### config.mk
export PLATFORM = sky130hd
export DESIGN_NAME = hazard_stall_ctrl
export DESIGN_NICKNAME = d
export VERILOG_FILES = /design/src/rtl/hazard_stall_ctrl.sv
export SDC_FILE = /design/constraint.sdc
export NUM_CORES = 1
export LEC_CHECK = 0
export ABC_AREA = 1
export CAP_MARGIN = 20
export CORE_UTILIZATION = 52
export CTS_BUF_LIST = sky130_fd_sc_hd__clkbuf_4 sky130_fd_sc_hd__clkbuf_8 sky130_fd_sc_hd__clkbuf_16
export DETAILED_ROUTE_END_ITERATION = 8
export PLACE_DENSITY = 0.82
export SETUP_SLACK_MARGIN = 0.2
export SLEW_MARGIN = 20
export SYNTH_ARGS = -nofsm -noshare
export SYNTH_HDL_FRONTEND = slang
export SYNTH_SLANG_ARGS = --single-unit
### constraint.sdc
create_clock -name clk -period 2 [get_ports clk]
set_input_delay 0.2 -clock clk [delete_from_list [all_inputs] [get_ports clk]]
set_output_delay 0.2 -clock clk [all_outputs]
set_load 0.01 [all_outputs]
### src/rtl/hazard_stall_ctrl.sv
// Stall/flush controller for the 5-stage pipeline: Tuse/Tnew data-hazard detection,
// mult/div busy timer, and a saturating stall-cycle performance counter.
module hazard_stall_ctrl #(
    parameter int unsigned MULT_CYCLES = 5,
    parameter int unsigned DIV_CYCLES  = 10,
    parameter int unsigned CNT_W       = 32
) (
    input  logic             clk,
    input  logic             reset,
    input  logic [4:0]       Rs_ID,
    input  logic [4:0]       Rt_ID,
    input  logic [1:0]       Tuse_Rs,
    input  logic [1:0]       Tuse_Rt,
    input  logic             Md_ID,
    input  logic [4:0]       A3_EX,
    input  logic [1:0]       Tnew_EX,
    input  logic [4:0]       A3_MEM,
    input  logic [1:0]       Tnew_MEM,
    input  logic             Start_EX,
    input  logic             Md_Op_EX,
    output logic             En_PC,
    output logic             En_IF_ID,
    output logic             Clr_ID_EX,
    output logic             Busy,
    output logic [CNT_W-1:0] Stall_Cnt
);

    localparam int unsigned MAX_CYC = (MULT_CYCLES > DIV_CYCLES) ? MULT_CYCLES : DIV_CYCLES;
    localparam int unsigned TW      = $clog2(MAX_CYC + 1);

    typedef enum logic {
        IDLE = 1'b0,
        BUSY = 1'b1
    } state_e;

    state_e           state_q, state_d;
    logic [TW-1:0]    tmr_q, tmr_d;
    logic [CNT_W-1:0] cnt_q, cnt_d;

    logic stall_rs, stall_rt, stall_md, stall;

    // Operand hazard: a producer in EX/MEM won't have its result ready by the time ID needs it
    always_comb begin
        stall_rs = (Rs_ID != 5'd0) && (Tuse_Rs != 2'd3) &&
                   (((Rs_ID == A3_EX)  && (Tnew_EX  > Tuse_Rs)) ||
                    ((Rs_ID == A3_MEM) && (Tnew_MEM > Tuse_Rs)));
        stall_rt = (Rt_ID != 5'd0) && (Tuse_Rt != 2'd3) &&
                   (((Rt_ID == A3_EX)  && (Tnew_EX  > Tuse_Rt)) ||
                    ((Rt_ID == A3_MEM) && (Tnew_MEM > Tuse_Rt)));
        stall_md = Md_ID && ((state_q == BUSY) || Start_EX);
        stall    = stall_rs || stall_rt || stall_md;
    end

    assign En_PC     = ~stall;
    assign En_IF_ID  = ~stall;
    assign Clr_ID_EX = stall;
    assign Busy      = (state_q == BUSY);
    assign Stall_Cnt = cnt_q;

    // Busy timer: a new start is only accepted from IDLE
    always_comb begin
        state_d = state_q;
        tmr_d   = tmr_q;
        case (state_q)
            IDLE: begin
                if (Start_EX) begin
                    tmr_d   = Md_Op_EX ? TW'(DIV_CYCLES) : TW'(MULT_CYCLES);
                    state_d = BUSY;
                end
            end
            BUSY: begin
                if (tmr_q == TW'(1)) begin
                    tmr_d   = '0;
                    state_d = IDLE;
                end else begin
                    tmr_d = tmr_q - TW'(1);
                end
            end
            default: begin
                tmr_d   = '0;
                state_d = IDLE;
            end
        endcase
    end

    always_comb begin
        cnt_d = cnt_q;
        if (stall && (cnt_q != {CNT_W{1'b1}})) begin
            cnt_d = cnt_q + CNT_W'(1);
        end
    end

    always_ff @(posedge clk or negedge reset) begin
        if (!reset) begin
            state_q <= IDLE;
            tmr_q   <= '0;
            cnt_q   <= '0;
        end else begin
            state_q <= state_d;
            tmr_q   <= tmr_d;
            cnt_q   <= cnt_d;
        end
    end

endmodule

== Yosys cells after proc, flatten, opt, wreduce, memory -nomap -nowiden ==
Index checks and enable logic that the tools add are counted.
Operators by class
  muxes and demuxes: 7
  equal/unequal tests: 9
  bitwise logic cells: 2
  add/subtract/negate cells: 2
  reductions and logical operators: 17
  order comparisons: 4
Operator list (number)
  32-bit by 1-bit adder with 32-bit output, second input constant: 1
  32-bit inequality test, second input constant: 1
  5-bit equality test: 4
  4-bit 2-to-1 mux: 3
  1-bit logical AND: 10
  5-bit nonzero test: 2
  2-bit greater-than comparator: 4
  4-bit one-hot mux with 2 select lines: 1
  2-bit inequality test, second input constant: 3
  1-bit logical OR: 5
  4-bit by 1-bit equality test with 1-bit output, second input constant: 1
  4-bit by 1-bit subtractor with 4-bit output, second input constant: 1
  1-bit 2-to-1 mux: 2
  1-bit NOT: 2
  1-bit one-hot mux with 2 select lines: 1
Storage, ports and cells
  output and inout port bits: 36
  flip-flop bits (word level): 37
  word-level logic and storage cells: 44

== Longest topological paths before layout ==
Gate-level depths: netlist of run 1.
  depth in word-level cells: 7
  mapped depth: 15
  gate-level depth less buffers: 14

== Worst setup path after synthesis of run 1 ==
Ideal clock, no wire load.
  path type: input to output
  start point: input Tuse_Rt[1]
  end point: output En_PC
  cell stages on the path: 14
  arrival time: 1587 ps
  data required time: 1800 ps
  setup slack: 213 ps
  path buffers: 2
  cells stage by stage: inv_1 -> ha_1 -> nand2_1 -> inv_1 -> nor2_1 -> nand2_1 -> nor2_1 -> nand2_1 -> nand2_1 -> nand2_1 -> nand3_2 -> buf_2 -> inv_1 -> buf_4
On the way
  word-level cells in the longest chain between the ends: 7
  elaborated cells on any way between the ends: 11
  those cells by class: order compare (2); eq/ne (1); bitwise (1); reduce/logical (7)
RTL lines
  start, declared: line 13  | input logic [1:0] Tuse_Rt,
  2-bit greater-than comparator (on tied branches): line 48, 49
  1-bit logical AND (on tied branches): line 48, 49
  1-bit logical OR: line 48  | (((Rt_ID == A3_EX) && (Tnew_EX > Tuse_Rt)) ||
  1-bit logical AND (*): line 47  | stall_rt = (Rt_ID != 5'd0) && (Tuse_Rt != 2'd3) &&
  1-bit logical OR (*) (2 in series): line 51  | stall = stall_rs || stall_rt || stall_md;
  net Clr_ID_EX: line 23  | output logic Clr_ID_EX,
  1-bit NOT (*)
  end, declared: line 21  | output logic En_PC,
The timed path passes the listed nets; every way through them passes the cells marked *.

== Worst setup path in the final report of run 1 ==
  start point: register cnt_q[0], in the netlist Stall_Cnt[0]
  end point: register cnt_q[21], in the netlist Stall_Cnt[21]
On the way
  word-level cells in the longest chain between the ends: 2
  elaborated cells on any way between the ends: 3
  those cells by class: add/sub (1); eq/ne (1); reduce/logical (1)
RTL lines
  start, declared: line 38  | logic [CNT_W-1:0] cnt_q, cnt_d;
  start signal, assigned: line 101  | cnt_q <= cnt_d;
  branches (longest 2 deep; another with 32-bit by 1-bit adder with 32-bit output)
Parallel ways; which one is timed is not known.
A chain may end at the register's enable or synchronous reset.

==> metrics.txt, run 1 <==
Final Cycle Share=between 80% and 90%; synth unique cells=28; share of cells above drive strength 1=a little under a fifth; DRC violations left=0; Inst Count DP=619; Initial Util=a little under three fifths; Worst Tran Pin Value=a little over 800 ps; Hold WS=-13.6 ps; Max rail drop VDD=slightly above 500 uV; Max Cap Viol=0; port bufs=between 60 and 70; grt total ovfl=0; Initial DRT Pass Iterations=5; Mapped Avg Cell Area=~6.6 sq um; Slew Limit Fails=0; die span in y=about 79 microns; CTS tree=yes; Rows=27; pwr/cell area=just under 600 mW/mm^2; reg2reg start=Stall_Cnt[0]; failing checks=negative hold slack; Die ar.=roughly 0.0063 sq mm; number of global-route vias before repair=approximately 3000; final WL=between 8 and 9 mm; # setup viols final=0; r2r setup slk=260 ps; Syn Inst Count=about 470; Core Box Area=between 0.005 and 0.006 sq mm; Worst-path clk slew=90 ps; most frequent cells in the layout=nand2_1, inv_1, nor2_1, clkdlybuf4s50_1, nand3_1; Seq cells post-synth=37; initial antenna violation count=0; gr usage total=29.2%; die width=approximately 80 microns; clk_skew=12.9 ps; Post-Syn Area=0.00312 sq mm; sequential area share after synthesis=29.7%; worst-path cell chain=ha_2 > nand2_4 > nor2_4 > nand2_2 > nor2_4 > nand4_4 > buf_4 > buf_4 > nand3_2 > nand2_1; Final Wtd Congestion=0.925; Hold Violations, Final=30; # H-tree levels=2; Layout area overhead=39.2%; r2r worst-path depth=10; Arr. time, crit path=1940 ps; CP required=2210 ps; CTS max path bufs=2; FF-to-FF End=Stall_Cnt[21]; post-DP HPWL=around 6.6 mm; Startpoint Class=flip-flop; clk root buf=clkbuf_8; Slew Limit Headroom=roughly 46%; TritonCTS Buffers=5; Syn Nets=516; post-layout minimum cycle time=about 1700 ps; endpoint class of the critical path=flip-flop; drt wl/cell=13.8 microns; Pleak=0.00229 uW; DRT iter0 DRCs=between 200 and 300; CP max stage delay=around 380 ps; hold-fix buffers at CTS=0; via count of the routed design=roughly 3400; Setup TNS=0 ps; DRT antenna net count=0; global-route wire length before repair=14.4 mm; Worst Path Max Fanout=5; worst min path class=in2async; fin nets=611; non-filler cells, final=640; status=complete, but fails checks; routed vias/inst=approximately 5.3; Clk Latency, worst-skew pair=approximately 300 ps; RSZ-0062 raised after global routing=true; critical path class=reg2reg; Peak Freq=576 MHz; CTS Sinks=37; synth warn=0; Slowest cell on crit path=dfrtp_1; largest net degree at the start of global routing=38; Top Ports=69; commonest non-fill, non-tap cell in the layout=nand2_1; Antenna Diode Count=0
-- cells in the mapped netlist --
library cell / instances / share of area (%)
nor3_2: 3 / 0.96
nand4_4: 1 / 0.68
nor2_1: 45 / 5.4
xnor2_1: 5 / 1.4
nor2_4: 2 / 0.72
a22oi_1: 2 / 0.48
o21ai_0: 6 / 0.96
a21oi_1: 5 / 0.80
buf_6: 4 / 1.4
nand2_2: 3 / 0.60
buf_2: 2 / 0.32
xor2_1: 25 / 7.0
ha_1: 11 / 4.4
nor3_4: 1 / 0.52
and3_1: 1 / 0.20
inv_1: 61 / 7.3
nor2_2: 1 / 0.20
nand2_1: 182 / 22
nand3_2: 11 / 3.5
nand3_1: 38 / 6.1
nand2_4: 1 / 0.36
dfrtp_1: 37 / 30
inv_2: 2 / 0.24
nor3_1: 11 / 1.8
nor3b_2: 1 / 0.40
nand4_1: 6 / 1.2
buf_4: 4 / 0.96
o31ai_1: 1 / 0.24
-- critical path, delay by kind of cell, from the launching register on --
| kind | cells | cell delay, ps |
|---|---|---|
| simple gates | 7 | 710 |
| flops | 1 | 380 |
| fa+ha+maj | 1 | 220 |
| buf+inv | 2 | 330 |
-- flip-flops by register name, summed over array words and instances, names as in the netlist --
name,flops
Stall_Cnt,32
tmr_q,4
Busy,1
-- report_power, final --
part | internal (uW) | switching (uW)
combinational | 498 | 583
sequential | 852 | 97.6
clock | 241 | 292
-- stage by stage --
stage | hold slack (ps) | instance area [sq um] | worst slack, ps | total power, uW | util [%]
after floorplan | -95.6 | 3120 | 213 | 1520 | -
after global placement | 335 | 3920 | -362 | 1880 | 69.5
after detailed placement | 352 | 3920 | -419 | 1930 | 69.5
after CTS | 30.0 | 4120 | 219 | 2490 | 73.0
after global routing | 79.9 | 4340 | 151 | 2730 | 76.9
final | -13.6 | 4340 | 263 | 2560 | 76.9
-- logic make-up (layout without fill, tap and decap cells) --
| logic type | after synthesis | count (layout) | synth area share [%] |
|---|---|---|---|
| xor+xnor | 30 | 30 | 8.43 |
| flops | 37 | 37 | 29.7 |
| buf+inv | 73 | 169 | 10.3 |
| compound gates | 14 | 14 | 2.49 |
| simple gates | 307 | 307 | 44.6 |
| fa+ha+maj | 11 | 11 | 4.42 |
-- metal layers --
metal  track usage, %  up-vias  share of wire (%)
li1                 -     1653                  -
met1             40.6     1562                 43
met2             46.2      162                 46
met3             4.11       22                7.9
met4             10.4        0                2.3
met5                0        -                  0
-- timing repair --
action                     4_1_cts  5_1_grt
gates resized for setup         37       60
pin swaps                       16       23
setup endpoints to repair       35       35
setup buffers                    5        8
-- cell type report --
| type | count | area [sq um] |
|---|---|---|
| repair buffers | 98 | 978 |
| fillers | 409 | 1300 |
| well taps | 72 | 90.1 |
| clock inverters | 3 | 17.5 |
| clock buffers | 5 | 68.8 |
| flip-flops and latches | 37 | 931 |
| inverters | 63 | 236 |
| multi-input cells | 362 | 2020 |
-- how the worst max path moves through the flow --
| stage | startpoint | to | slack, ps | depth (start not counted) |
|---|---|---|---|---|
| after floorplan | Tuse_Rt[1] | En_PC | 210 | 14 |
| after global placement | Tuse_Rt[1] | Clr_ID_EX | -360 | 13 |
| after detailed placement | Tuse_Rt[1] | Clr_ID_EX | -420 | 13 |
| after CTS | Stall_Cnt[0] | Stall_Cnt[10] | 220 | 10 |
| after global routing | Stall_Cnt[8] | Stall_Cnt[2] | 150 | 9 |
| final | Stall_Cnt[0] | Stall_Cnt[21] | 260 | 10 |
Note: power is estimated with default switching activity, not from simulation.
==> run 2: changes to the inputs <==
--- a/config.mk
+++ b/config.mk
@@ -16,3 +16,4 @@
 export SYNTH_ARGS = -nofsm -noshare
 export SYNTH_HDL_FRONTEND = slang
 export SYNTH_SLANG_ARGS = --single-unit
+export TNS_END_PERCENT = 5
==> run 2 against run 1 <==
- sequential share of layout area up 0.35 points
- clock-buffer cell count is the same
- largest cell class unchanged
- hold slack hardly changed
- critical path depth stayed put
- sequential power up 0.6%
- register-to-register slack worse by 50 ps
- power down 0.59%
- the run still ends with negative hold slack left
- utilization down 1.5 points
- combinational power hardly changed
- global-route usage shrank 0.073 points
==> metrics.txt, run 2 (synthesized netlist as in run 1, its figures left out) <==
global-route wire length before repair=14.4 mm (about the same); port bufs=68 (unchanged); Largest register FFs=32 (unchanged); Slew Limit Headroom=45.5% (was 46.2%); drt wl/cell=13.7 microns (was 13.8 microns); placed inst area=0.00392 sq mm (unchanged); final WL=8.74 mm (was 8.80 mm); Final Wtd Congestion=0.925 (unchanged); fin nets=610 (was 611); die width=79.4 microns (unchanged); Sw Ratio=37.9% (about the same); Clk Latency, worst-skew pair=310 ps (was 300 ps); Slowest cell on crit path=dfrtp_1 (unchanged); Multi-input gate area=0.00197 sq mm (was 0.00202 sq mm); commonest non-fill, non-tap cell in the layout=nand2_1 (unchanged); # setup viols final=0 (unchanged); FF/Latch Area=927 sq um (was 931 sq um); RSZ-0062 raised after global routing=true (unchanged); initial antenna violation count=0 (unchanged); r2r worst-path depth=10 (unchanged); worst-path cell chain=ha_2 > nand2_4 > nor3b_4 > nand2_1 > nor2_2 > nand2_2 > nor3_4 > nand2_1 > nand2_1 > nand2_1 (was ha_2 > nand2_4 > nor2_4 > nand2_2 > nor2_4 > nand4_4 > buf_4 > buf_4 > nand3_2 > nand2_1); worst min path class=in2async (unchanged); reg2reg start=Stall_Cnt[1] (was Stall_Cnt[0]); Antenna Diode Count=0 (unchanged); Pleak=0.00220 uW (was 0.00229 uW); CP max stage delay=410 ps (was 380 ps); Die ar.=0.00631 sq mm (unchanged); Slew Limit Fails=0 (unchanged); clk_skew=13.4 ps (was 12.9 ps); Buf+Inv Stages, Crit Path=0 (was 2); part of the power in the clock network=21.0% (was 20.8%); DRC violations left=0 (unchanged); Logic pwr share=41.5% (was 42.1%); critical path class=reg2reg (unchanged); Critical Path Most Common Cell=nand2_1; gr usage total=29.2% (about the same); Worst Tran Pin Value=817 ps (was 807 ps); Final Cell Area=0.00425 sq mm (was 0.00434 sq mm); Arr. time, crit path=1990 ps (was 1940 ps); status=complete, but fails checks (unchanged); post-layout minimum cycle time=1780 ps (was 1740 ps); Top Ports=69 (unchanged); Initial Util=55.2% (unchanged); critical path's top delay family=simple AND/OR/NAND/NOR gates (unchanged); Peak Freq=560 MHz (was 576 MHz); Layout area overhead=36.5% (was 39.2%); Worst Path Max Fanout=4 (was 5); CTS max path bufs=2 (unchanged); most frequent cells in the layout=nand2_1, inv_1, clkdlybuf4s50_1, nor2_1, nand3_1 (was nand2_1, inv_1, nor2_1, clkdlybuf4s50_1, nand3_1); Final Cycle Share=89.2% (was 86.8%); CP required=2210 ps (about the same); routed vias/inst=5.28 (was 5.31); sequential share of power=37.5% (was 37.1%); r2r setup slk=220 ps (was 260 ps); failing checks=negative hold slack (unchanged); Worst-path clk slew=90 ps (about the same); hold-fix buffers at CTS=0 (unchanged); CTS Sinks=37 (unchanged); Max Cap Viol=0 (unchanged); P_sw=966 uW (was 973 uW); largest net degree at the start of global routing=38 (unchanged); DRT iter0 DRCs=259 (was 250); clk root buf=clkbuf_8 (unchanged); Hold Violations, Final=33 (was 30); endpoint class of the critical path=flip-flop (unchanged); grt total ovfl=0 (unchanged); via count of the routed design=3372 (was 3399); DRT antenna net count=0 (unchanged); CTS tree=yes (unchanged); Startpoint Class=flip-flop (unchanged); die span in y=79.4 microns (unchanged); Pint=1580 uW (was 1590 uW); pwr/cell area=599 mW/mm^2 (was 591 mW/mm^2); number of global-route vias before repair=3072 (was 3083); # H-tree levels=2 (unchanged); Fill cells=439 (was 409); TritonCTS Buffers=5 (unchanged); post-DP HPWL=6.56 mm (unchanged); Hold WS=-13.5 ps (was -13.6 ps); Max rail drop VDD=506 uV (was 511 uV); FF-to-FF End=Stall_Cnt[22] (was Stall_Cnt[21]); Initial DRT Pass Iterations=6 (was 5); Core Box Area=0.00564 sq mm (unchanged); share of cells above drive strength 1=15.3% (was 18.1%); Rows=27 (unchanged)
-- run 2: cell types whose count changed in the layout (fill, tap and decap cells not counted), moves of 3 or more --
cell             previous run  this run
nand2_2                     8         5
clkbuf_2                    3         0
clkdlybuf4s50_1            38        47
dlygate4sd2_1               2         6
dfrtp_1                    33        36
dfrtp_2                     4         1
dlymetal6s2s_1             18         9
nand2_1                   176       179
-- run 2: routing by layer --
layer  global-route usage, %  share of wire [%]
met2                    46.0                 46
met1                    40.5                 45
met4                    10.4                2.2
met5                       0                  0
met3                    4.11                6.7
-- run 2: power groups by stage --
| stage | combinational [uW] | clock [uW] | sequential (uW) |
|---|---|---|---|
| 6_report | 1060 | 535 | 956 |
| 5_1_grt | 1180 | 566 | 971 |
| 4_1_cts | 998 | 532 | 946 |
| 3_5_place_dp | 975 | 0 | 960 |
| 3_3_place_gp | 926 | 0 | 950 |
| 2_1_floorplan | 547 | 0 | 974 |
-- run 2: stage by stage --
| step | total power (uW) | setup TNS, ps | util (%) | instances | setup slack, ps |
|---|---|---|---|---|---|
| final | 2550 | 0 | 75.4 | 639 | 216 |
| after global routing | 2720 | 0 | 75.4 | 639 | 128 |
| after CTS | 2480 | 0 | 72.7 | 631 | 154 |
| after detailed placement | 1930 | -12910 | 69.5 | 619 | -419 |
| after global placement | 1880 | -10710 | 69.5 | 619 | -362 |
| after floorplan | 1520 | 0 | - | 472 | 213 |
-- run 2: how the worst max path moves through the flow --
stage / from / end / slack [ps] / depth (start not counted)
2_1_floorplan: Tuse_Rt[1] / En_PC / 210 / 14
3_3_place_gp: Tuse_Rt[1] / Clr_ID_EX / -360 / 13
3_5_place_dp: Tuse_Rt[1] / Clr_ID_EX / -420 / 13
4_1_cts: Stall_Cnt[1] / Stall_Cnt[22] / 150 / 10
5_1_grt: Stall_Cnt[1] / Stall_Cnt[0] / 130 / 9
6_report: Stall_Cnt[1] / Stall_Cnt[22] / 220 / 10
-- run 2: area by class of cell --
class	count	share of cell area (%)
clock buffer	5	1.62
clock inverter	3	0.412
inverter	63	5.56
multi-input combinational	362	46.2
sequential	37	21.8
tap	72	2.12
timing repair buffer	97	22.2
-- run 2: what timing repair did --
| action | CTS | global route |
|---|---|---|
| pin swaps | 16 | 11 |
| endpoints found under the setup margin | 35 | 35 |
| buffers inserted | 4 | 8 |
| resized for setup | 35 | 30 |
==> run 3: changes to the inputs <==
==> constraint.sdc (replaced) <==
create_clock -name clk -period 2 [get_ports clk]
set_input_delay 0.2 -clock clk [delete_from_list [all_inputs] [get_ports clk]]
set_output_delay 0.2 -clock clk [all_outputs]
set_load 0.05 [all_outputs]
==> run 3 against run 2 <==
- the flow now finishes without violations
- final area increased by 1.5%
- highest routed layer unchanged
- final cell count increased by 0.63%
- largest cell class unchanged
- via count increased by 1.6%
- clock skew decreased by 3.9 ps
- critical path type is now reg2out
- hold slack improved by 16 ps
- power increased by 11%
- clock power increased by 1%
==> metrics.txt, run 3 (synthesized netlist as in run 1, its figures left out) <==
Rows=27 (unchanged); port bufs=68 (unchanged); # setup viols final=0 (unchanged); endpoint class of the critical path=primary output (was flip-flop); grt total ovfl=0 (unchanged); Arr. time, crit path=1650 ps (was 1990 ps); reg2reg start=Stall_Cnt[1] (unchanged); clk_skew=9.51 ps (was 13.4 ps); r2r setup slk=180 ps (was 220 ps); Top Ports=69 (unchanged); Die ar.=0.00631 sq mm (unchanged); Inst Count DP=627 (was 619); Logic pwr share=46.1% (was 41.5%); Worst-path clk slew=80 ps (was 90 ps); Layout area overhead=38.5% (was 36.5%); part of the power in the clock network=19.2% (was 21.0%); die width=79.4 microns (unchanged); DRT iter0 DRCs=220 (was 259); Hold Violations, Final=0 (was 33); drt wl/cell=14.4 microns (was 13.7 microns); placed inst area=0.00409 sq mm (was 0.00392 sq mm); Pint=1590 uW (was 1580 uW); sequential share of power=34.7% (was 37.5%); FF-to-FF End=Stall_Cnt[0] (was Stall_Cnt[22]); r2r worst-path depth=9 (was 10); pwr/cell area=655 mW/mm^2 (was 599 mW/mm^2); Final Cycle Share=92.7% (was 89.2%); Final Wtd Congestion=0.943 (was 0.925); Pleak=0.00216 uW (was 0.00220 uW); Max rail drop VDD=880 uV (was 506 uV); status=completed (was complete, but fails checks); final WL=9.27 mm (was 8.74 mm); hold-fix buffers at CTS=0 (unchanged); CTS Sinks=37 (unchanged); Worst Tran Pin Value=843 ps (was 817 ps); Largest register FFs=32 (unchanged); Core Box Area=0.00564 sq mm (unchanged); Initial Util=55.2% (unchanged); global-route wire length before repair=14.9 mm (was 14.4 mm); Max Cap Viol=0 (unchanged); critical path class=reg2out (was reg2reg); P_sw=1240 uW (was 966 uW); TritonCTS Buffers=5 (unchanged); Multi-input gate area=0.00200 sq mm (was 0.00197 sq mm); Worst Path Max Fanout=5 (was 4); Startpoint Class=flip-flop (unchanged); CTS max path bufs=2 (unchanged); Sw Ratio=43.7% (was 37.9%); Slew Limit Headroom=43.8% (was 45.5%); fin nets=614 (was 610); Clk Latency, worst-skew pair=300 ps (was 310 ps); number of global-route vias before repair=3240 (was 3072); Peak Freq=539 MHz (was 560 MHz); share of cells above drive strength 1=18.4% (was 15.3%); most frequent cells in the layout=nand2_1, inv_1, nor2_1, nand3_1, clkdlybuf4s50_1 (was nand2_1, inv_1, clkdlybuf4s50_1, nor2_1, nand3_1); via count of the routed design=3425 (was 3372); Slew Limit Fails=0 (unchanged); commonest non-fill, non-tap cell in the layout=nand2_1 (unchanged); Fill cells=461 (was 439); DRC violations left=0 (unchanged); largest net degree at the start of global routing=38 (unchanged); CP required=1800 ps (was 2210 ps); Antenna Diode Count=0 (unchanged); non-filler cells, final=643 (was 639); initial antenna violation count=0 (unchanged); Final Cell Area=0.00431 sq mm (was 0.00425 sq mm); Initial DRT Pass Iterations=5 (was 6); CTS tree=yes (unchanged); routed vias/inst=5.33 (was 5.28); die span in y=79.4 microns (unchanged); RSZ-0062 raised after global routing=true (unchanged); gr usage total=30.6% (was 29.2%); worst min path class=in2async (unchanged); DRT antenna net count=0 (unchanged); # H-tree levels=2 (unchanged); FF/Latch Area=931 sq um (was 927 sq um); post-DP HPWL=7.05 mm (was 6.56 mm); post-layout minimum cycle time=1850 ps (was 1780 ps); Pwr Total=2830 uW (was 2550 uW); clk root buf=clkbuf_8 (unchanged)
## run 3: metrics by stage
step / util, % / setup WS, ps / TNS (ps) / hold WS (ps)
CTS: 75.1 / 155 / 0 / 31.7
floorplan: - / 117 / 0 / -95.6
global placement: 72.5 / -319 / -10370 / 341
detailed placement: 72.5 / -398 / -12550 / 349
global route: 76.5 / 103 / 0 / 73.9
finish: 76.5 / 146 / 0 / 2.60
## run 3: critical path: stages (launching register included)
cell,delay [ps]
dfrtp_1,390
buf_4,160
clkdlybuf4s50_1,810
## run 3: area by class of cell
| class | count | area share [%] |
|---|---|---|
| Clock buffer | 5 | 1.60 |
| Sequential cell | 37 | 21.6 |
| Tap cell | 72 | 2.09 |
| Multi-Input combinational cell | 362 | 46.4 |
| Inverter | 63 | 6.03 |
| Timing Repair Buffer | 101 | 21.9 |
| Clock inverter | 3 | 0.406 |
## run 3: what timing repair did
| action | in CTS | in global routing |
|---|---|---|
| setup endpoints to repair | 44 | 58 |
| gates resized for setup | 54 | 14 |
| pin swaps | 13 | 8 |
| gates cloned | 0 | 1 |
| buffers inserted | 3 | 4 |
## run 3: power by group through the flow
stage | combinational [uW] | clock, uW | sequential, uW
3_5_place_dp | 1220 | 0 | 982
2_1_floorplan | 622 | 0 | 1160
5_1_grt | 1410 | 570 | 990
4_1_cts | 1240 | 541 | 969
3_3_place_gp | 1160 | 0 | 975
6_report | 1300 | 543 | 982
## run 3: worst max path at each step
stage | startpoint | end | slack, ps | cells after the start
6_report | Stall_Cnt[15] | Stall_Cnt[15] | 150 | 2
5_1_grt | Stall_Cnt[1] | Stall_Cnt[17] | 100 | 11
4_1_cts | Stall_Cnt[15] | Stall_Cnt[15] | 150 | 2
3_5_place_dp | Tnew_EX[0] | Stall_Cnt[22] | -400 | 14
3_3_place_gp | Tnew_EX[0] | Stall_Cnt[24] | -320 | 14
2_1_floorplan | Tnew_EX[0] | En_PC | 120 | 14
## run 3: routing by layer
metal / up-vias / track usage, % / wire (microns)
met3: 11 / 4.57 / 563
met4: 0 / 6.55 / 101
met1: 1602 / 42.1 / 4280
met5: - / 0 / 0
met2: 152 / 50.9 / 4320
li1: 1660 / - / -
==> RTL edit (config.mk and constraints of run 1) <==
Put one more register stage on the output `Stall_Cnt`, without a reset. The value now appears one clock later. The other outputs are not delayed to match.
--- a/src/rtl/hazard_stall_ctrl.sv
+++ b/src/rtl/hazard_stall_ctrl.sv
@@ -55,7 +55,9 @@
     assign En_IF_ID  = ~stall;
     assign Clr_ID_EX = stall;
     assign Busy      = (state_q == BUSY);
-    assign Stall_Cnt = cnt_q;
+    always_ff @(posedge clk) begin
+        Stall_Cnt <= cnt_q;
+    end
 
     // Busy timer: a new start is only accepted from IDLE
     always_comb begin
Formal check against the unedited RTL: not equivalent (Yosys sat finds a counterexample within 4 cycles, from zero or initial values and one cycle with reset low).
==> RTL edit against run 1 <==
Setup slack better by 21 ps; routed wire length fell by 0.22%; clock power is 110% higher; core utilization shrank 6.4 points; sequential cell count increased by 32; via count is 0.59% higher; final area increased by 10%; final cell count rose by 6.7%; global-route usage decreased by 3.9 points; power rose by 46%; area after synthesis increased by 17%; largest power group is now registers; highest routed layer unchanged.
==> RTL edit: results (changes against run 1) <==
worst stage delay on the critical path 520 ps (was 380 ps); Final #Nets 626 (was 611); via count 3419 (was 3399); Peak VDD IR 378 µV (was 511 µV); GRT met2 Usage 0.423 (was 0.462); worst hold path class in -> async (unchanged); Clock Power Share 0.301 (was 0.208); vias in the first global route 3197 (was 3083); layout cells sized above 1 0.123 (was 0.181); initial antenna violation count 0 (unchanged); worst r2r src cnt_q[1] (was Stall_Cnt[0]); Clock Latency Late Sink 350 ps (was 300 ps); Async S/R FF share, synth 0.536 (was 1.00); IO Port Bufs 68 (unchanged); Final Skew 14.7 ps (was 12.9 ps); All-Layer GR Usage 0.254 (was 0.292); Critical-path top delay cell clkdlybuf4s50_1 (was dfrtp_1); top post-synthesis cells by area dfrtp_1 (25%), nand2_1 (19%), dfxtp_1 (18%) (was dfrtp_1 (30%), nand2_1 (22%), inv_1 (7.3%)); first-pass GRT wire length 14500 µm (was 14400 µm); Worst-path clk slew 80 ps; slew margin rel. 0.683 (was 0.462); Seq group 1.65 mW (was 950 µW); largest registers Stall_Cnt x32, cnt_q x32, tmr_q x4; most frequent cells after synthesis nand2_1 (181), inv_1 (53), nand3_1 (53), nor2_1 (46), dfrtp_1 (37) (was nand2_1 (182), inv_1 (61), nor2_1 (45), nand3_1 (38), dfrtp_1 (37)); root buffer cell clkbuf_8 (unchanged); yosys warns 0 (unchanged); GPL Wtd Cong 0.913 (was 0.925); CP Max Fanout 3 (was 5); final hold vios 0 (was 30); initial DRC count 202 (was 250); Switching Share 0.312 (was 0.379); syn_nets 545 (was 516); met3 Resource Use GR 0.0452 (was 0.0411); drt total wl 8790 µm (was 8800 µm); DR pass1 iterations 4 (was 5); Cell Area, Placed 0.00446 mm² (was 0.00392 mm²); H-tree levels 3 (was 2); largest net degree at the start of global routing 38 (unchanged); met1 Use GR 0.319 (was 0.406); Unique masters post-synth 28 (unchanged); Leak Pwr 2.39 nW (was 2.29 nW); Inserted Diodes 0 (unchanged); CTS buffer count 9 (was 5); clk buf depth 2 (unchanged); hpwl dp 6450 µm (was 6560 µm); P_clk 1.12 mW (was 533 µW); Setup crit start A3_EX[4] (was Stall_Cnt[0]); status completed (was finished with violations); register area share after synthesis 0.429 (was 0.297)
-- RTL edit: critical path: cells and delay by family --
family | cells | cell delay (ps)
AND/OR/NAND/NOR | 5 | 400
buffers and inverters | 3 | 710
XOR/XNOR | 1 | 210
-- RTL edit: path summary, 6_finish.rpt --
check,end,slack [ps],cells past startpoint
max,En_IF_ID,280,9
min,cnt_q[16],270,2
max reg2reg,cnt_q[16],290,10
min reg2reg,Stall_Cnt[30],460,0
min in group clk,Stall_Cnt[30],460,0
max in group asynchronous,cnt_q[2],1370,2
-- RTL edit: metrics by stage --
stage,worst slack [ps],std cells,util
floorplan,221,501,-
global placement,-458,663,0.657
detailed placement,-546,663,0.657
CTS,207,679,0.692
global route,166,683,0.705
finish,284,683,0.705
-- RTL edit: cell families after synthesis --
group,Yosys count,share of synthesized area
AND/OR/NAND/NOR,306,0.353
buffers and inverters,70,0.0843
flip-flops,69,0.429
XOR/XNOR,31,0.0744
AO/OA/AOI/OAI,14,0.0213
adder cells (fa/ha/maj),11,0.0377
-- RTL edit: area by class of cell --
type	count	area [µm²]
multi-input combinational	362	1860
fill	526	2000
timing repair buffer	82	828
inverter	58	218
tap	96	120
clock buffer	9	124
clock inverter	7	73.8
sequential	69	1570
-- RTL edit: what timing repair did --
| item | in CTS | in global routing |
|---|---|---|
| hold buffers | 0 | 0 |
| resized for setup | 37 | 33 |
| setup buffers | 0 | 4 |
| pin swaps | 14 | 11 |
| endpoints found under the setup margin | 35 | 34 |
| endpoints found under the hold margin | 0 | 0 |
-- RTL edit: per-layer routing --
metal	vias to the layer above	wire length [µm]	part of all wire
met5	-	0	0
met4	0	247	0.028
met3	19	493	0.056
met2	110	4270	0.49
met1	1567	3770	0.43
li1	1723	-	-
